File: src/rtl/dac_spi_arbiter_pkg.sv
// dac_spi_arbiter shared package
// Owner encoding, FSM states and widths for the bias-DAC SPI arbiter.
package dac_pkg;

    localparam int DAC_W = 8;
    localparam int TMR_W = 16;

    localparam logic [1:0] OWN_NONE = 2'd0;
    localparam logic [1:0] OWN_CAL  = 2'd1;
    localparam logic [1:0] OWN_HOST = 2'd2;

    typedef enum logic [1:0] {
        IDLE,
        START,
        WAIT_DONE,
        GUARD
    } state_t;

endpackage

File: src/rtl/dac_spi_arbiter_if.sv
// dac_spi_arbiter requester / SPI bundle
// slave = arbiter side, master = calibration, host and SPI side.
interface dac_spi_arbiter_if;

    logic                      cal_req;
    logic [dac_pkg::DAC_W-1:0] cal_data;
    logic                      cal_ack;
    logic                      cal_done;
    logic                      host_req;
    logic [dac_pkg::DAC_W-1:0] host_data;
    logic                      host_ack;
    logic                      host_done;
    logic                      spi_start;
    logic [dac_pkg::DAC_W-1:0] spi_data;
    logic                      spi_done;
    logic [1:0]                owner;
    logic [dac_pkg::DAC_W-1:0] dac_value;
    logic                      timeout_err;

    modport slave (
        input  cal_req, cal_data, host_req, host_data, spi_done,
        output cal_ack, cal_done, host_ack, host_done,
        output spi_start, spi_data, owner, dac_value, timeout_err
    );

    modport master (
        output cal_req, cal_data, host_req, host_data, spi_done,
        input  cal_ack, cal_done, host_ack, host_done,
        input  spi_start, spi_data, owner, dac_value, timeout_err
    );

endinterface

File: src/rtl/dac_spi_arbiter_timer.sv
// arb_timeout_timer: 16-bit counter with clear, enable and terminal compare
// Shared between the SPI timeout window and the inter-frame guard.
module arb_timeout_timer
    import dac_pkg::*;
(
    input  logic             clk,
    input  logic             reset_n,
    input  logic             clr,
    input  logic             en,
    input  logic [TMR_W-1:0] term,
    output logic             tc
);

    logic [TMR_W-1:0] cnt_q;
    logic [TMR_W-1:0] cnt_d;

    // Clear wins over count so a new window always starts at zero.
    always_comb begin
        cnt_d = cnt_q;
        if (clr) begin
            cnt_d = '0;
        end else if (en) begin
            cnt_d = cnt_q + TMR_W'(1);
        end
    end

    // Count register.
    always_ff @(posedge clk or negedge reset_n) begin
        if (!reset_n) begin
            cnt_q <= '0;
        end else begin
            cnt_q <= cnt_d;
        end
    end

    assign tc = (cnt_q == term);

endmodule

File: src/rtl/dac_spi_arbiter.sv
// dac_spi_arbiter: shares one SPI bias-DAC master between cal and host.
// Optional ARB_ROUND_ROBIN_EN alternates priority on simultaneous requests.
module dac_spi_arbiter
    import dac_pkg::*;
#(
    parameter int CLK_FREQ_MHZ = 50,
    parameter int TIMEOUT_US   = 40,
    parameter int GUARD_TICKS  = 4
) (
    input logic              clk,
    input logic              reset_n,
    dac_spi_arbiter_if.slave bus
);

    localparam int TIMEOUT_TICKS = CLK_FREQ_MHZ * TIMEOUT_US;

    generate
        if (TIMEOUT_TICKS < 1 || TIMEOUT_TICKS >= 65536) begin : g_tmo_chk
            $error("TIMEOUT_TICKS must fit the 16-bit timer");
        end
        if (GUARD_TICKS < 1 || GUARD_TICKS >= 65536) begin : g_grd_chk
            $error("GUARD_TICKS must fit the 16-bit timer");
        end
    endgenerate

    state_t             state_q, state_d;
    logic [DAC_W-1:0]   spi_data_q, spi_data_d;
    logic [DAC_W-1:0]   dac_value_q, dac_value_d;
    logic [1:0]         owner_q, owner_d;
    logic               terr_q, terr_d;
    logic               cal_ack_q, cal_ack_d;
    logic               host_ack_q, host_ack_d;
    logic               cal_done_q, cal_done_d;
    logic               host_done_q, host_done_d;
    logic               spi_start_q, spi_start_d;

    logic               prefer_host;
    logic               pick_host;
    logic               pick_cal;

    logic               tmr_clr;
    logic               tmr_en;
    logic               tmr_tc;
    logic [TMR_W-1:0]   tmr_term;

`ifdef ARB_ROUND_ROBIN_EN
    // 1 = host won the last grant, so calibration is preferred next time.
    logic last_winner_q, last_winner_d;

    // Remember who was served last.
    always_comb begin
        last_winner_d = last_winner_q;
        if (state_q == IDLE && (pick_host || pick_cal)) begin
            last_winner_d = pick_host;
        end
    end

    // Priority memory register.
    always_ff @(posedge clk or negedge reset_n) begin
        if (!reset_n) begin
            last_winner_q <= 1'b0;
        end else begin
            last_winner_q <= last_winner_d;
        end
    end

    assign prefer_host = ~last_winner_q;
`else
    assign prefer_host = 1'b1;
`endif

    assign pick_host = bus.host_req & (~bus.cal_req | prefer_host);
    assign pick_cal  = bus.cal_req & ~pick_host;

    assign tmr_term = (state_q == GUARD) ? TMR_W'(GUARD_TICKS - 1)
                                         : TMR_W'(TIMEOUT_TICKS - 1);

    arb_timeout_timer u_timer (
        .clk     (clk),
        .reset_n (reset_n),
        .clr     (tmr_clr),
        .en      (tmr_en),
        .term    (tmr_term),
        .tc      (tmr_tc)
    );

    // Arbitration FSM: grant, start frame, wait for done/timeout, guard.
    always_comb begin
        state_d     = state_q;
        spi_data_d  = spi_data_q;
        dac_value_d = dac_value_q;
        owner_d     = owner_q;
        terr_d      = terr_q;
        cal_ack_d   = 1'b0;
        host_ack_d  = 1'b0;
        cal_done_d  = 1'b0;
        host_done_d = 1'b0;
        spi_start_d = 1'b0;
        tmr_clr     = 1'b0;
        tmr_en      = 1'b0;
        unique case (state_q)
            IDLE: begin
                if (pick_host) begin
                    spi_data_d = bus.host_data;
                    owner_d    = OWN_HOST;
                    host_ack_d = 1'b1;
                    state_d    = START;
                end else if (pick_cal) begin
                    spi_data_d = bus.cal_data;
                    owner_d    = OWN_CAL;
                    cal_ack_d  = 1'b1;
                    state_d    = START;
                end
            end
            START: begin
                spi_start_d = 1'b1;
                tmr_clr     = 1'b1;
                state_d     = WAIT_DONE;
            end
            WAIT_DONE: begin
                tmr_en = 1'b1;
                if (bus.spi_done || tmr_tc) begin
                    if (bus.spi_done) begin
                        dac_value_d = spi_data_q;
                    end else begin
                        terr_d = 1'b1;
                    end
                    host_done_d = (owner_q == OWN_HOST);
                    cal_done_d  = (owner_q == OWN_CAL);
                    tmr_clr     = 1'b1;
                    state_d     = GUARD;
                end
            end
            GUARD: begin
                owner_d = OWN_NONE;
                tmr_en  = 1'b1;
                if (tmr_tc) begin
                    state_d = IDLE;
                end
            end
            default: begin
                state_d = IDLE;
            end
        endcase
    end

    // State and registered outputs.
    always_ff @(posedge clk or negedge reset_n) begin
        if (!reset_n) begin
            state_q     <= IDLE;
            spi_data_q  <= '0;
            dac_value_q <= '0;
            owner_q     <= OWN_NONE;
            terr_q      <= 1'b0;
            cal_ack_q   <= 1'b0;
            host_ack_q  <= 1'b0;
            cal_done_q  <= 1'b0;
            host_done_q <= 1'b0;
            spi_start_q <= 1'b0;
        end else begin
            state_q     <= state_d;
            spi_data_q  <= spi_data_d;
            dac_value_q <= dac_value_d;
            owner_q     <= owner_d;
            terr_q      <= terr_d;
            cal_ack_q   <= cal_ack_d;
            host_ack_q  <= host_ack_d;
            cal_done_q  <= cal_done_d;
            host_done_q <= host_done_d;
            spi_start_q <= spi_start_d;
        end
    end

    assign bus.cal_ack     = cal_ack_q;
    assign bus.host_ack    = host_ack_q;
    assign bus.cal_done    = cal_done_q;
    assign bus.host_done   = host_done_q;
    assign bus.spi_start   = spi_start_q;
    assign bus.spi_data    = spi_data_q;
    assign bus.owner       = owner_q;
    assign bus.dac_value   = dac_value_q;
    assign bus.timeout_err = terr_q;

endmodule

File: src/flat_wrapper.sv
// flat-port wrapper written by rule: the top's interface ports become plain ports
module dac_spi_arbiter_flat import dac_pkg::*;
#(
    parameter int CLK_FREQ_MHZ = 50,
    parameter int TIMEOUT_US   = 40,
    parameter int GUARD_TICKS  = 4
)
  (clk, reset_n, bus_cal_req, bus_cal_data, bus_host_req, bus_host_data, bus_spi_done, bus_cal_ack, bus_cal_done, bus_host_ack, bus_host_done, bus_spi_start, bus_spi_data, bus_owner, bus_dac_value, bus_timeout_err);
  dac_spi_arbiter_if bus_i ();
  input logic clk;
  input logic reset_n;
  input wire logic [$bits(bus_i.cal_req)-1:0] bus_cal_req;
  input wire logic [$bits(bus_i.cal_data)-1:0] bus_cal_data;
  input wire logic [$bits(bus_i.host_req)-1:0] bus_host_req;
  input wire logic [$bits(bus_i.host_data)-1:0] bus_host_data;
  input wire logic [$bits(bus_i.spi_done)-1:0] bus_spi_done;
  output wire logic [$bits(bus_i.cal_ack)-1:0] bus_cal_ack;
  output wire logic [$bits(bus_i.cal_done)-1:0] bus_cal_done;
  output wire logic [$bits(bus_i.host_ack)-1:0] bus_host_ack;
  output wire logic [$bits(bus_i.host_done)-1:0] bus_host_done;
  output wire logic [$bits(bus_i.spi_start)-1:0] bus_spi_start;
  output wire logic [$bits(bus_i.spi_data)-1:0] bus_spi_data;
  output wire logic [$bits(bus_i.owner)-1:0] bus_owner;
  output wire logic [$bits(bus_i.dac_value)-1:0] bus_dac_value;
  output wire logic [$bits(bus_i.timeout_err)-1:0] bus_timeout_err;
  assign bus_i.cal_req = bus_cal_req;
  assign bus_i.cal_data = bus_cal_data;
  assign bus_i.host_req = bus_host_req;
  assign bus_i.host_data = bus_host_data;
  assign bus_i.spi_done = bus_spi_done;
  assign bus_cal_ack = bus_i.cal_ack;
  assign bus_cal_done = bus_i.cal_done;
  assign bus_host_ack = bus_i.host_ack;
  assign bus_host_done = bus_i.host_done;
  assign bus_spi_start = bus_i.spi_start;
  assign bus_spi_data = bus_i.spi_data;
  assign bus_owner = bus_i.owner;
  assign bus_dac_value = bus_i.dac_value;
  assign bus_timeout_err = bus_i.timeout_err;
  dac_spi_arbiter #(.CLK_FREQ_MHZ(CLK_FREQ_MHZ), .TIMEOUT_US(TIMEOUT_US), .GUARD_TICKS(GUARD_TICKS)) u_core (.clk(clk), .reset_n(reset_n), .bus(bus_i));
endmodule
File: config.mk
export PLATFORM = sky130hd
export DESIGN_NAME = dac_spi_arbiter_flat
export DESIGN_NICKNAME = d
export VERILOG_FILES = /design/src/rtl/dac_spi_arbiter_pkg.sv /design/src/rtl/dac_spi_arbiter_if.sv /design/src/rtl/dac_spi_arbiter_timer.sv /design/src/rtl/dac_spi_arbiter.sv /design/src/flat_wrapper.sv
export SDC_FILE = /design/constraint.sdc
export NUM_CORES = 1
export LEC_CHECK = 0
export CAP_MARGIN = 20
export CORE_MARGIN = 2
export CORE_UTILIZATION = 40
export CTS_BUF_LIST = sky130_fd_sc_hd__clkbuf_8
export DETAILED_ROUTE_END_ITERATION = 7
export PLACE_DENSITY = 0.67
export RECOVER_POWER = 25
export SYNTH_ARGS = -nofsm -noshare
export SYNTH_HDL_FRONTEND = slang
export SYNTH_SLANG_ARGS = --single-unit
File: constraint.sdc
create_clock -name clk -period 5.39 [get_ports clk]
set_input_delay 1.078 -clock clk [delete_from_list [all_inputs] [get_ports clk]]
set_output_delay 1.078 -clock clk [all_outputs]
set_load 0.01 [all_outputs]
# Word-level counts from Yosys, hierarchy flattened
# Cells that the tools add are included.
# Widths: inputs -> output; s select.
# word_totals
elab_cells	60
regBits	42
inputBits	21
# op_classes
n_eq_ne	9
reduce_logical	11
bitwise	3
n_addsub	1
n_mux	25
# op_table
cell	count
$mux 16	2
$add 16x1->16 const B	1
$eq 16x16->1	1
$mux 8	2
$mux 1	12
$mux 11	1
$mux 2	5
$reduce_and 3->1	3
$pmux 2 s4	1
$eq 2x2->1 const B	3
$reduce_bool 2->1	3
$eq 2x1->1 const B	2
$ne 2x1->1 const B	2
$pmux 2 s2	1
$reduce_and 2->1	2
$ne 3x2->1 const B	1
$logic_not 2->1	1
$not 1->1	2
$pmux 1 s2	1
$reduce_or 2->1	1
$and 1x1->1	1
$logic_or 1x1->1	1

# Logic depth before layout (Yosys ltp)
# Gate-level depths: netlist (run 1).
# logic_depth
word_depth	7
mapped_depth	8

# Hierarchy
# Synthesis (run 1) repeated with hierarchy kept, for this count alone.
# hier_totals
hier_cells	205
area_unflattened_um2	2179.6
# by_module_without_submodules
mod	seq_area_each_um2	area_each_um2	instances	cells_per_inst
dac_spi_arbiter	650.6	1154.9	1	101
arb_timeout_timer	400.4	1024.7	1	104

# Worst setup path before layout (run 1)
# No wires, ideal clock.
# synth_timing
kind	input to register
from	input port bus_cal_req
to	register u_core.state_q[1]
setup_ns	0.125
setup_slack_ns	3.314
stages	4
t_arrival_ns	1.951
cell_sequence	clkbuf_1 -> nor3b_1 -> a21oi_1 -> mux2_2
# synth_between
elab_chain_cells	3
# synth_lines
item	line_no	text
start: declaration	flat_wrapper.sv:12	input wire logic [$bits(bus_i.cal_req)-1:0] bus_cal_req;
$and 1x1->1	dac_spi_arbiter.sv:73	assign pick_cal = bus.cal_req & ~pick_host;
$ne 3x2->1 (no source line)	-	
$reduce_and 3->1 (no source line)	-	
end signal: assignment	dac_spi_arbiter.sv:161	state_q <= state_d;
end: declaration	dac_spi_arbiter.sv:26	state_t state_q, state_d;
# Every way passes these cells.
# A chain may end at the register's enable or synchronous reset.

==> results of run 1 <==
through the flow:
step	setup slack (ps)	hold slack (ps)	util, %
after global placement	2720	466	52.4
after global routing	2130	508	54.2
after floorplan	3310	490	-
after detailed placement	2640	476	52.4
final	2660	492	54.2
after CTS	2960	503	54.2
cell families after synthesis:
kind of cell | synth area share, %
fa+ha+maj | 3.74
mux | 5.04
xor+xnor | 6.10
simple gates | 15.1
compound gates | 14.9
flops | 52.3
buf+inv | 2.80
state kept, by name (all words and copies together) (netlist names), 2 cells and up:
| name | cells |
|---|---|
| u_core.bus.dac_value | 8 |
| u_core.bus.owner | 2 |
| u_core.state_q | 2 |
| u_core.u_timer.cnt_q | 16 |
| u_core.bus.spi_data | 8 |
final timing paths:
path | from | endpoint | slack (ps)
min in group asynchronous | reset_n | u_core.u_timer.cnt_q[12] | 1440
hold / removal | u_core.bus.timeout_err | u_core.bus.timeout_err | 490
setup reg to reg | u_core.state_q[0] | u_core.u_timer.cnt_q[15] | 3150
setup / recovery | reset_n | u_core.bus.dac_value[5] | 2660
hold reg to reg | u_core.bus.timeout_err | u_core.bus.timeout_err | 490
max in group clk | bus_spi_done | u_core.u_timer.cnt_q[12] | 2990
placed cells by master, fill, tap and decap left out, drive strengths merged, types with 2 or more instances in the layout:
master	instances
nand3	5
nor3	3
dfrtp	42
nor3b	3
clkbuf	6
o22ai	16
nor2	18
nor2b	2
clkinv	3
o21bai	2
o41ai	2
clkdlybuf4s50	43
mux2	9
inv	8
nor4	2
a21oi	10
nand4	4
xnor2	10
nand2b	2
ha	6
nand2	11
o21ai	4
xor2	4
metal layers:
layer	up-vias	track usage, %	routed length, um
li1	742	-	-
met1	749	24.0	2040
met2	38	25.5	2020
met3	2	8.03	304
met4	0	5.95	22
met5	-	0	0
where the power goes:
group	leakage, nW	internal, mW	total, mW	switching, mW
Combinational	0.506	0.333	0.627	0.294
Clock	0.0441	0.0911	0.208	0.117
Sequential	0.534	0.425	0.523	0.0975
Total	1.08	0.850	1.36	0.508
area by class of cell:
class,count,share of cell area [%]
clock buffer,5,2.65
clock inverter,3,0.820
inverter,9,1.30
multi-input combinational,127,34.8
sequential,42,40.5
tap,67,3.23
timing repair buffer,44,16.7
==> impl_metrics.tcl, run 1 <==
set metrics [dict create \
    status "complete, but fails checks" \
    violations "max-capacitance violations, max-slew violations" \
    ys_async_sr_fraction_pct 100 \
    fin_tns_setup_ps 0 \
    htreeDepth 2 \
    wirelength_um 4390 \
    tightest_slew_ps 2260 \
    syn_inst 182 \
    grt_pass1_vias 1535 \
    yosys-top-cells-area "dfrtp_1 (52%), mux2_2 (5.0%), o22ai_1 (5.0%)" \
    hold_depth 1 \
    synth-main-ff-cell "dfrtp_1" \
    cts_tree "yes" \
    powerDensity_mw_per_mm2 523 \
    cp.depth 1 \
    dp_hpwl_um 3100 \
    die_width_um 74.9 \
    insertion_delay_ps 300 \
    numCtsBuffers 5 \
    layout-drive-gt1-share_pct 9.57 \
    grt_pass1_wl_um 7410 \
    fillers 431 \
    clock_sinks 42 \
    vias 1531 \
    dp.cells 289 \
    viasPerCell 5.15 \
    worstPathRequired_ps 5340 \
    grtUsageTotal_pct 17.8 \
    regArea_mm2 0.00105 \
    max_cap_viol_count 1 \
    synthTopCellsByCount "dfrtp_1 (42), nor2_1 (18), o22ai_1 (16)" \
    syn-num-nets 209 \
    crit_type "in2async" \
    critPathTopFamily "buffers and inverters" \
    routedWlPerCell_um 14.8 \
    drcViolationCount 0 \
    grt_max_degree 43 \
    crit_path_max_incr_delay_ps 1580 \
    antenna_found_initial 0 \
    first_pass_iters 4 \
    timing.fmax_ghz 0.366 \
    die_y_um 74.9 \
    fin_cells 297 \
    timing.final.crit_share_pct 50.6 \
    hp-class "reg2reg" \
    rows 25 \
    netlist.top_cell.by_area "dfrtp_1" \
    start_kind "input pin" \
    yosysWarnings 0 \
    holdBufCountCts 0 \
    clk_pin_slew_ps 90 \
    avgSynthCellArea_um2 11.0 \
    postCtsSetupRepairBufs 0 \
    drt_iter0_drc 86 \
    clk_root_buffer_cell "clkbuf_8" \
    ios 45 \
    arrival_ps 2680 \
    synth_top_area_share_pct 52.3 \
    crit_chain "clkbuf_1" \
    cts.repair.resized 0 \
    area_growth_pct 29.1 \
    setup_viol 0 \
    clock_skew_ps 10.1 \
    min_period_ps 2730 \
    yosysSeqAreaShare_pct 52.3 \
    crit_fanout 42 \
    final_max_slew_viol_count 43 \
    synth.most_common_cell "dfrtp_1" \
    synth.distinct_cells 39 \
    ir_worst_vdd_v 0.000312 \
    fin_nets 256 \
    fin_area_mm2 0.00259 \
    ff2ff_path_depth 7 \
    crit_buf_inv 1 \
    cpMaxStageDelayCell "clkbuf_1" \
    syn-cell-area_mm2 0.00201 \
    n_antenna_cell 0 \
    synth-edff-count 0 \
    ant_nets 0 \
    routabilityCongestion 0.775 \
    power_mw 1.36 \
    grt_overflow 0 \
    cts_max_path_buffers 2 \
    rsz0062_at_grt "false" \
    multi_input_area_um2 902 \
    endpoint_kind "async pin" \
    portBuffers 44 \
    place_area_mm2 0.00251 \
    start_util_pct 42.0 \
    power_leakage_nw 1.08 \
    slew-limit-headroom_pct -50.4 \
    final_hold_viol_count 0 \
    synth-seq-cells 42 \
    dieArea_mm2 0.00561 \
    coreArea_mm2 0.00479 \
]
No activity file was read; power rests on OpenSTA's default activity.
==> run 2: changes to the inputs <==
PLACE_DENSITY = 0.69   (was 0.67)
clock period = 2.5 ns   (was 5.39 ns; I/O delays follow)
==> impl_metrics.tcl, run 2 (synthesis gave the netlist of run 1 again) <==
set metrics [dict create \
    status "finished, final reports clean" \
    grt_pass1_wl_um 6990 \
    clk_pin_slew_ps 70 \
    cts.repair.resized 0 \
    coreArea_mm2 0.00479 \
    holdBufCountCts 0 \
    start_util_pct 42.0 \
    cts_tree "yes" \
    n_antenna_cell 0 \
    final_hold_viol_count 0 \
    rsz0062_at_grt "false" \
    power_leakage_nw 1.11 \
    post-route-util_pct 54.8 \
    ir_worst_vdd_v 0.000576 \
    grt_overflow 0 \
    tightest_slew_ps 1420 \
    postCtsSetupRepairBufs 0 \
    viasPerCell 5.10 \
    clock_sinks 42 \
    insertion_delay_ps 290 \
    ios 45 \
    grt_max_degree 28 \
    max_cap_viol_count 0 \
    r2r-start "u_core.u_timer.cnt_q[6]" \
    fin_ws_ps 357 \
    final_common_cell "clkdlybuf4s50_1" \
    hp-class "reg2reg" \
    fin_nets 262 \
    crit_fanout 6 \
    portBuffers 44 \
    post-place-ws_ps 359 \
    numCtsBuffers 5 \
    regMostFlops "u_core.u_timer.cnt_q" \
    slew-limit-headroom_pct 5.42 \
    min_period_ps 2140 \
    worstPathRequired_ps 2670 \
    routabilityCongestion 0.765 \
    setup_viol 0 \
    final_max_slew_viol_count 0 \
    die_y_um 74.9 \
    htreeDepth 2 \
    cts_max_path_buffers 2 \
    clock_skew_ps 8.38 \
    fin_tns_setup_ps 0 \
    die_width_um 74.9 \
    power_mw 2.90 \
    hp-start "u_core.bus.timeout_err" \
    final_cell_mix "clkdlybuf4s50_1 (43), dfrtp_1 (42), nor2_1 (18)" \
    wirelength_um 4340 \
    first_pass_iters 4 \
    clk_root_buffer_cell "clkbuf_8" \
    dp_hpwl_um 3180 \
    vias 1540 \
    drcViolationCount 0 \
    powerDensity_mw_per_mm2 1110 \
    area_growth_pct 30.5 \
    drt_iter0_drc 96 \
    layout-drive-gt1-share_pct 10.2 \
    dieArea_mm2 0.00561 \
    timing.fmax_ghz 0.467 \
    largest_reg_flops 16 \
    endpoint_kind "flip-flop" \
    routedWlPerCell_um 14.4 \
    arrival_ps 2310 \
    timing.final.crit_share_pct 85.7 \
    antenna_found_initial 0 \
    holdWs_ps 495 \
    cp-startpoint "u_core.u_timer.cnt_q[6]" \
    ant_nets 0 \
    grtUsageTotal_pct 16.4 \
    grt_pass1_vias 1477 \
    rows 25 \
    start_kind "flip-flop" \
    crit_type "reg2reg" \
]
==> run 2: cell types whose count changed in the layout (fill, tap and decap cells not counted), sizes merged <==
cell / previous run / this run
clkinvlp: 1 / 0
clkinv: 3 / 1
buf: 0 / 5
inv: 8 / 10
clkbuf: 6 / 7
==> run 2: metrics by stage <==
step	instance area, um^2	instances
5_1_grt	2620	302
4_1_cts	2630	302
3_5_place_dp	2550	295
3_3_place_gp	2550	295
6_report	2620	302
2_1_floorplan	2010	182
==> run 2: worst paths after layout <==
kind	endpoint	slack (ps)	depth (start not counted)
worst max-delay path	u_core.state_q[1]	360	5
worst min-delay path	u_core.bus.timeout_err	490	1
worst max register to register	u_core.state_q[1]	360	5
worst min register to register	u_core.bus.timeout_err	490	1
max in group asynchronous	u_core.state_q[0]	990	2
min in group asynchronous	u_core.u_timer.cnt_q[5]	530	1
==> run 2: cell type report <==
class / count / area [um^2]
inverter: 9 / 33.8
fill: 417 / 2160
multi-input combinational: 127 / 902
sequential: 42 / 1050
clock inverter: 2 / 7.51
clock buffer: 5 / 68.8
timing repair buffer: 50 / 475
tap: 67 / 83.8
==> run 2: power by group <==
| part | switching, mW | internal (mW) | leakage, nW |
|---|---|---|---|
| logic | 0.652 | 0.744 | 0.531 |
| clock network | 0.210 | 0.184 | 0.0466 |
| registers | 0.194 | 0.918 | 0.534 |
| total | 1.06 | 1.85 | 1.11 |
==> run 2: routing by layer <==
layer  vias up  share of wire, %  GRT usage (%)
li1        757                 -              -
met1       746                48           23.7
met2        30                47           24.2
met3         7               3.1           4.02
met4         0               1.8           5.75
met5         -                 0              0
==> run 2: critical path, stage by stage (launching register included) <==
cell,delay [ps]
dfrtp_1,440
or4_4,570
o41ai_4,320
nand3_1,150
a21oi_1,200
mux2_2,350
